### config.mk
export PLATFORM = sky130hd
export DESIGN_NAME = router_reg_param
export DESIGN_NICKNAME = d
export VERILOG_FILES = /design/src/rtl/router_reg_param.sv
export SDC_FILE = /design/constraint.sdc
export NUM_CORES = 1
export LEC_CHECK = 0
export CAP_MARGIN = 20
export CORE_ASPECT_RATIO = 0.7
export CORE_MARGIN = 2
export CORE_UTILIZATION = 44
export CTS_CLUSTER_DIAMETER = 40
export DETAILED_ROUTE_END_ITERATION = 6
export GPL_TIMING_DRIVEN = 1
export HOLD_SLACK_MARGIN = 0.03
export PLACE_DENSITY = 0.74
export SLEW_MARGIN = 20
export SYNTH_ARGS = -nofsm -noshare
export SYNTH_HDL_FRONTEND = slang
export SYNTH_SLANG_ARGS = --single-unit
### constraint.sdc
create_clock -name clk -period 2.5 [get_ports clk]
set_clock_uncertainty 0.2 [all_clocks]
set_input_delay 0.5 -clock clk [delete_from_list [all_inputs] [get_ports clk]]
set_output_delay 0.5 -clock clk [all_outputs]
set_load 0.02 [all_outputs]
### src/rtl/router_reg_param.sv
// Router datapath register: captures header/payload/parity and forwards words to the destination FIFO.
// Words that cannot go out immediately wait in a small circular holding buffer until the FIFO drains.
module router_reg_param #(
  parameter int unsigned DW         = 8,
  parameter int unsigned SKID_DEPTH = 2
) (
  input  logic                          clk,
  input  logic                          reset,
  input  logic                          pkt_valid,
  input  logic [DW-1:0]                 data_in,
  input  logic                          fifo_full,
  input  logic                          detect_add,
  input  logic                          lfd_state,
  input  logic                          ld_state,
  input  logic                          laf_state,
  input  logic                          full_state,
  input  logic                          rst_int_reg,
  output logic [DW-1:0]                 data_out,
  output logic                          dout_valid,
  output logic                          parity_done,
  output logic                          low_pkt_valid,
  output logic                          parity_err,
  output logic                          len_err,
  output logic                          ovf_err,
  output logic [$clog2(SKID_DEPTH):0]   skid_count,
  output logic                          skid_full
);

  localparam int unsigned LW = DW - 2;
  localparam int unsigned CW = $clog2(SKID_DEPTH) + 1;
  localparam int unsigned PW = (SKID_DEPTH > 1) ? $clog2(SKID_DEPTH) : 1;
  localparam logic [PW-1:0] LAST_PTR = PW'(SKID_DEPTH - 1);
  localparam logic [CW-1:0] FULL_CNT = CW'(SKID_DEPTH);

  typedef enum logic [2:0] {
    SEL_IDLE,
    SEL_LFD,
    SEL_LD,
    SEL_LAF,
    SEL_FULL
  } sel_e;

  sel_e sel;

  logic [DW-1:0] header_q, header_d;
  logic [LW-1:0] len_q, len_d;
  logic [LW-1:0] len_cnt_q, len_cnt_d;
  logic [DW-1:0] int_par_q, int_par_d;
  logic [DW-1:0] pkt_par_q, pkt_par_d;
  logic [DW-1:0] data_out_q, data_out_d;
  logic          dout_valid_q, dout_valid_d;
  logic          parity_done_q, parity_done_d;
  logic          done_rise_q, done_rise_d;
  logic          low_pkt_valid_q, low_pkt_valid_d;
  logic          parity_err_q, parity_err_d;
  logic          len_err_q, len_err_d;
  logic          ovf_err_q, ovf_err_d;
  logic [PW-1:0] wr_ptr_q, wr_ptr_d;
  logic [PW-1:0] rd_ptr_q, rd_ptr_d;
  logic [CW-1:0] cnt_q, cnt_d;
  logic [DW-1:0] mem_q [SKID_DEPTH];
  logic [DW-1:0] mem_d [SKID_DEPTH];

  logic hdr_cap;
  logic buf_empty;
  logic buf_full;
  logic push;
  logic pop;
  logic capture;

  function automatic logic [PW-1:0] ptr_inc(input logic [PW-1:0] p);
    return (p == LAST_PTR) ? '0 : p + 1'b1;
  endfunction

  // Controller state priority; full_state only ever means "hold".
  always_comb begin
    sel = SEL_IDLE;
    if (lfd_state)       sel = SEL_LFD;
    else if (ld_state)   sel = SEL_LD;
    else if (laf_state)  sel = SEL_LAF;
    else if (full_state) sel = SEL_FULL;
  end

  assign hdr_cap   = detect_add & pkt_valid;
  assign buf_empty = (cnt_q == '0);
  assign buf_full  = (cnt_q == FULL_CNT);

  always_comb begin
    header_d        = header_q;
    len_d           = len_q;
    len_cnt_d       = len_cnt_q;
    int_par_d       = int_par_q;
    pkt_par_d       = pkt_par_q;
    data_out_d      = data_out_q;
    dout_valid_d    = 1'b0;
    parity_done_d   = parity_done_q;
    done_rise_d     = 1'b0;
    low_pkt_valid_d = low_pkt_valid_q;
    parity_err_d    = parity_err_q;
    len_err_d       = len_err_q;
    ovf_err_d       = ovf_err_q;
    wr_ptr_d        = wr_ptr_q;
    rd_ptr_d        = rd_ptr_q;
    cnt_d           = cnt_q;
    mem_d           = mem_q;
    push            = 1'b0;
    pop             = 1'b0;
    capture         = 1'b0;

    if (done_rise_q) begin
      parity_err_d = (int_par_q != pkt_par_q);
      len_err_d    = (len_cnt_q != len_q);
    end

    case (sel)
      SEL_LFD: begin
        data_out_d   = header_q;
        dout_valid_d = 1'b1;
        int_par_d    = int_par_q ^ header_q;
      end
      SEL_LD: begin
        if (pkt_valid) begin
          int_par_d = int_par_q ^ data_in;
          len_cnt_d = (len_cnt_q == '1) ? len_cnt_q : len_cnt_q + 1'b1;
        end else begin
          pkt_par_d       = data_in;
          low_pkt_valid_d = 1'b1;
          capture         = 1'b1;
        end
        // Bypass only when nothing is queued, so FIFO order is kept.
        if (!fifo_full && buf_empty) begin
          data_out_d   = data_in;
          dout_valid_d = 1'b1;
        end else begin
          push = 1'b1;
        end
      end
      SEL_LAF: begin
        if (!fifo_full && !buf_empty) pop = 1'b1;
      end
      default: ;
    endcase

    if (push) begin
      if (buf_full) begin
        ovf_err_d = 1'b1;
      end else begin
        mem_d[wr_ptr_q] = data_in;
        wr_ptr_d        = ptr_inc(wr_ptr_q);
        cnt_d           = cnt_q + 1'b1;
      end
    end

    if (pop) begin
      data_out_d   = mem_q[rd_ptr_q];
      dout_valid_d = 1'b1;
      rd_ptr_d     = ptr_inc(rd_ptr_q);
      cnt_d        = cnt_q - 1'b1;
    end

    if (!hdr_cap && !parity_done_q && (low_pkt_valid_q || capture) && buf_empty && !push) begin
      parity_done_d = 1'b1;
      done_rise_d   = 1'b1;
    end

    if (hdr_cap) begin
      header_d      = data_in;
      len_d         = data_in[DW-1:2];
      len_cnt_d     = '0;
      int_par_d     = '0;
      parity_done_d = 1'b0;
      parity_err_d  = 1'b0;
      len_err_d     = 1'b0;
    end

    if (rst_int_reg) begin
      low_pkt_valid_d = 1'b0;
      pkt_par_d       = '0;
      int_par_d       = '0;
      ovf_err_d       = 1'b0;
      wr_ptr_d        = '0;
      rd_ptr_d        = '0;
      cnt_d           = '0;
    end
  end

  always_ff @(posedge clk or posedge reset) begin
    if (reset) begin
      header_q        <= '0;
      len_q           <= '0;
      len_cnt_q       <= '0;
      int_par_q       <= '0;
      pkt_par_q       <= '0;
      data_out_q      <= '0;
      dout_valid_q    <= 1'b0;
      parity_done_q   <= 1'b0;
      done_rise_q     <= 1'b0;
      low_pkt_valid_q <= 1'b0;
      parity_err_q    <= 1'b0;
      len_err_q       <= 1'b0;
      ovf_err_q       <= 1'b0;
      wr_ptr_q        <= '0;
      rd_ptr_q        <= '0;
      cnt_q           <= '0;
      for (int unsigned i = 0; i < SKID_DEPTH; i++) mem_q[i] <= '0;
    end else begin
      header_q        <= header_d;
      len_q           <= len_d;
      len_cnt_q       <= len_cnt_d;
      int_par_q       <= int_par_d;
      pkt_par_q       <= pkt_par_d;
      data_out_q      <= data_out_d;
      dout_valid_q    <= dout_valid_d;
      parity_done_q   <= parity_done_d;
      done_rise_q     <= done_rise_d;
      low_pkt_valid_q <= low_pkt_valid_d;
      parity_err_q    <= parity_err_d;
      len_err_q       <= len_err_d;
      ovf_err_q       <= ovf_err_d;
      wr_ptr_q        <= wr_ptr_d;
      rd_ptr_q        <= rd_ptr_d;
      cnt_q           <= cnt_d;
      mem_q           <= mem_d;
    end
  end

  assign data_out      = data_out_q;
  assign dout_valid    = dout_valid_q;
  assign parity_done   = parity_done_q;
  assign low_pkt_valid = low_pkt_valid_q;
  assign parity_err    = parity_err_q;
  assign len_err       = len_err_q;
  assign ovf_err       = ovf_err_q;
  assign skid_count    = cnt_q;
  assign skid_full     = buf_full;

endmodule

==> impl_metrics.py <==
metrics = {
    "timing": {
        "grt_setup_unrepaired": "no",
        "final-setup-viol-count": 0,
        "hold_violations": 0,
        "min_period_ns": 2.36,
        "fin_crit_sh_pct": 94.5,
        "drv_slew": 0,
        "fmax_mhz": 423,
        "worstMarginPinSlew_ns": 0.542,
        "slew_headroom_pct": 63.8,
        "setup-tns-final_ns": 0,
    },
    "layout": {
        "multiInputGateArea_um2": 1430,
        "nets": 345,
        "final_cell_mix": "dfrtp_1, clkdlybuf4s50_1, a21oi_1",
        "fillCellCount": 569,
        "layout.cells.non_filler": 425,
        "n_antenna_cell": 0,
        "seq_area_um2": 1630,
        "syn_to_final_growth_pct": 24.8,
        "final_common_cell": "dfrtp_1",
        "drive_gt1_share_pct": 20.8,
    },
    "setup_path": {
        "critPathRequiredTime_ns": 1.80,
        "cp_max_fo": 8,
        "reg2reg_depth": 5,
        "arrival_ns": 1.66,
        "crit_type": "reg2out",
        "critPathLaunchType": "flop",
        "end_kind": "primary output",
    },
    "detailed_routing": {
        "wirelength_mm": 7.17,
        "ant_nets": 0,
        "drt_iter0_drc": 103,
        "post_drt_wl_per_cell_um": 16.9,
        "drc": 0,
        "via_count": 2336,
        "vias_per_cell": 5.50,
        "drtPass1Iterations": 4,
    },
    "logic_synthesis": {
        "ys_types": 51,
        "syn_avg_cell_area_um2": 11.3,
        "syn_inst": 279,
        "yosysTopAreaCell": "dfrtp_1",
        "yosysSeqAreaShare_pct": 51.4,
        "synth_flop_cell": "dfrtp_1",
        "synth_enable_flop_cells": 0,
        "synthArstFlopShare_pct": 100,
        "syn-num-nets": 298,
        "ys_seq_elements": 65,
        "yosysTopAreaCellShare_pct": 51.4,
        "yosysWarnings": 0,
        "synth_area_leaders": "dfrtp_1, mux2_2, mux2i_1, mux2_4, a21oi_1",
        "synth_area_um2": 3160,
    },
    "place": {
        "dp.cells": 409,
        "io_buffers": 33,
        "place.gp.congestion": 0.817,
        "dp_hpwl_mm": 5.19,
    },
    "cts": {
        "cts-root-buf": "clkbuf_8",
        "clk_path_buf_depth": 2,
        "cts_resized": 0,
        "postCtsSetupBuffers": 0,
        "tritoncts": "built",
        "clock_sinks": 65,
        "postCtsHoldBufs": 0,
        "path_clk_slew_ns": 0.07,
        "clk_latency_ns": 0.35,
        "numCtsBuffers": 9,
        "h-tree-depth": 3,
    },
    "global_route": {
        "antenna_found_initial": 0,
        "grt_pass1_wl_mm": 12.3,
        "grt_pass1_vias": 2442,
        "grt_use_total_pct": 20.6,
        "grt_max_degree": 49,
        "grt-ovfl-total": 0,
    },
    "power": {
        "leakage_nw": 1.73,
        "power.density_nw_per_um2": 736,
        "ir_drop_mv": 0.392,
    },
    "floorplanning": {
        "fp.dieH_um": 74.9,
        "num_rows": 25,
        "fp.dieArea_um2": 7890,
        "initial_core_util_pct": 46.2,
        "coreArea_um2": 6850,
        "die_x_um": 105,
        "ios": 35,
    },
    "hold_path": {
        "hp-class": "in2async",
    },
    "run_status": {
        "run_status": "complete, no violations",
    },
    "flow_run": {
        "max_cap_viol_count": 0,
    },
}
## worst paths after layout
kind | start | to | slack (ns)
worst max-delay path | skid_count[0] | skid_full | 0.14
worst min-delay path | reset | wr_ptr_q | 0.26
worst max register to register | skid_count[0] | data_out[0] | 0.53
worst min register to register | parity_done | done_rise_q | 0.26
max in group asynchronous | reset | header_q[5] | 1.25
min in group clk | parity_done | done_rise_q | 0.26
## cell type report
cell class                      instances  area share, %
Inverter                                7          0.666
Clock buffer                            9           3.14
Tap cell                               94           2.98
Multi-Input combinational cell        192           36.2
Timing Repair Buffer                   51           12.7
Sequential cell                        65           41.2
Clock inverter                          7           3.01
## state kept, by name, summed over array words and instances, names as in the netlist
| name | count |
|---|---|
| pkt_par_q | 8 |
| mem_q | 16 |
| parity_err | 1 |
| rd_ptr_q | 1 |
| ovf_err | 1 |
| len_cnt_q | 6 |
| low_pkt_valid | 1 |
| parity_done | 1 |
| data_out | 8 |
| len_err | 1 |
| skid_count | 2 |
| dout_valid | 1 |
| header_q | 8 |
| int_par_q | 8 |
| done_rise_q | 1 |
| wr_ptr_q | 1 |
## worst max-delay path, cell delays in order (launching register included)
cell and delay, ns:
dfrtp_1 0.49, nor2b_1 0.19, clkdlybuf4s50_1 0.63
## report_power, final
group | total, W | internal [W] | switching (W)
logic | 0.000539 | 0.000290 | 0.000250
registers | 0.00128 | 0.00119 | 0.0000913
clock network | 0.00109 | 0.000661 | 0.000424
total | 0.00290 | 0.00214 | 0.000765
## logic make-up (layout without fill, tap and decap cells)
kind of cell | after synthesis | in the layout | synth area share (%)
buffers and inverters | 22 | 74 | 3.32
adder cells (fa/ha/maj) | 1 | 1 | 0.396
flip-flops | 65 | 65 | 51.4
XOR/XNOR | 15 | 15 | 4.15
AND/OR/NAND/NOR | 56 | 56 | 9.97
multiplexers | 43 | 43 | 15.6
AO/OA/AOI/OAI | 77 | 77 | 15.1
## layer usage
metal	part of all wire [%]	up-vias	global-route usage, %
li1	-	1103	-
met1	47	1160	26.7
met2	46	69	33.6
met3	6.1	4	7.36
met4	0.26	0	4.74
met5	0	-	0
## per-stage QoR
step	utilization, %	power [W]	instance area [µm²]	worst slack (ns)	hold WS (ns)
final	57.6	0.00290	3950	0.136	0.256
after global routing	57.6	0.00304	3950	0.0580	0.274
after CTS	57.6	0.00293	3950	0.110	0.255
after detailed placement	54.1	0.00184	3700	0.0205	0.249
after global placement	54.1	0.00181	3700	0.0332	0.247
after floorplan	-	0.00162	3160	0.174	0.250
## synthesized netlist by cell type, types with 2 or more instances
library cell   n
a21o_1         6
a21oi_1       22
a22o_1         2
a22oi_1        3
a31oi_1        3
buf_1          3
buf_2          3
buf_6          2
clkbuf_1       6
dfrtp_1       65
inv_1          7
mux2_2        18
mux2_4         8
mux2i_1       17
nand2_1       12
nand2b_1       3
nand3_1        3
nand4_1        2
nor2_1        10
nor2b_1        3
nor3_1         4
o21a_1         4
o21ai_0       21
o22ai_1        5
or3_1          8
xnor2_1       10
xor2_1         5
Power figures use the tool's default switching activity.
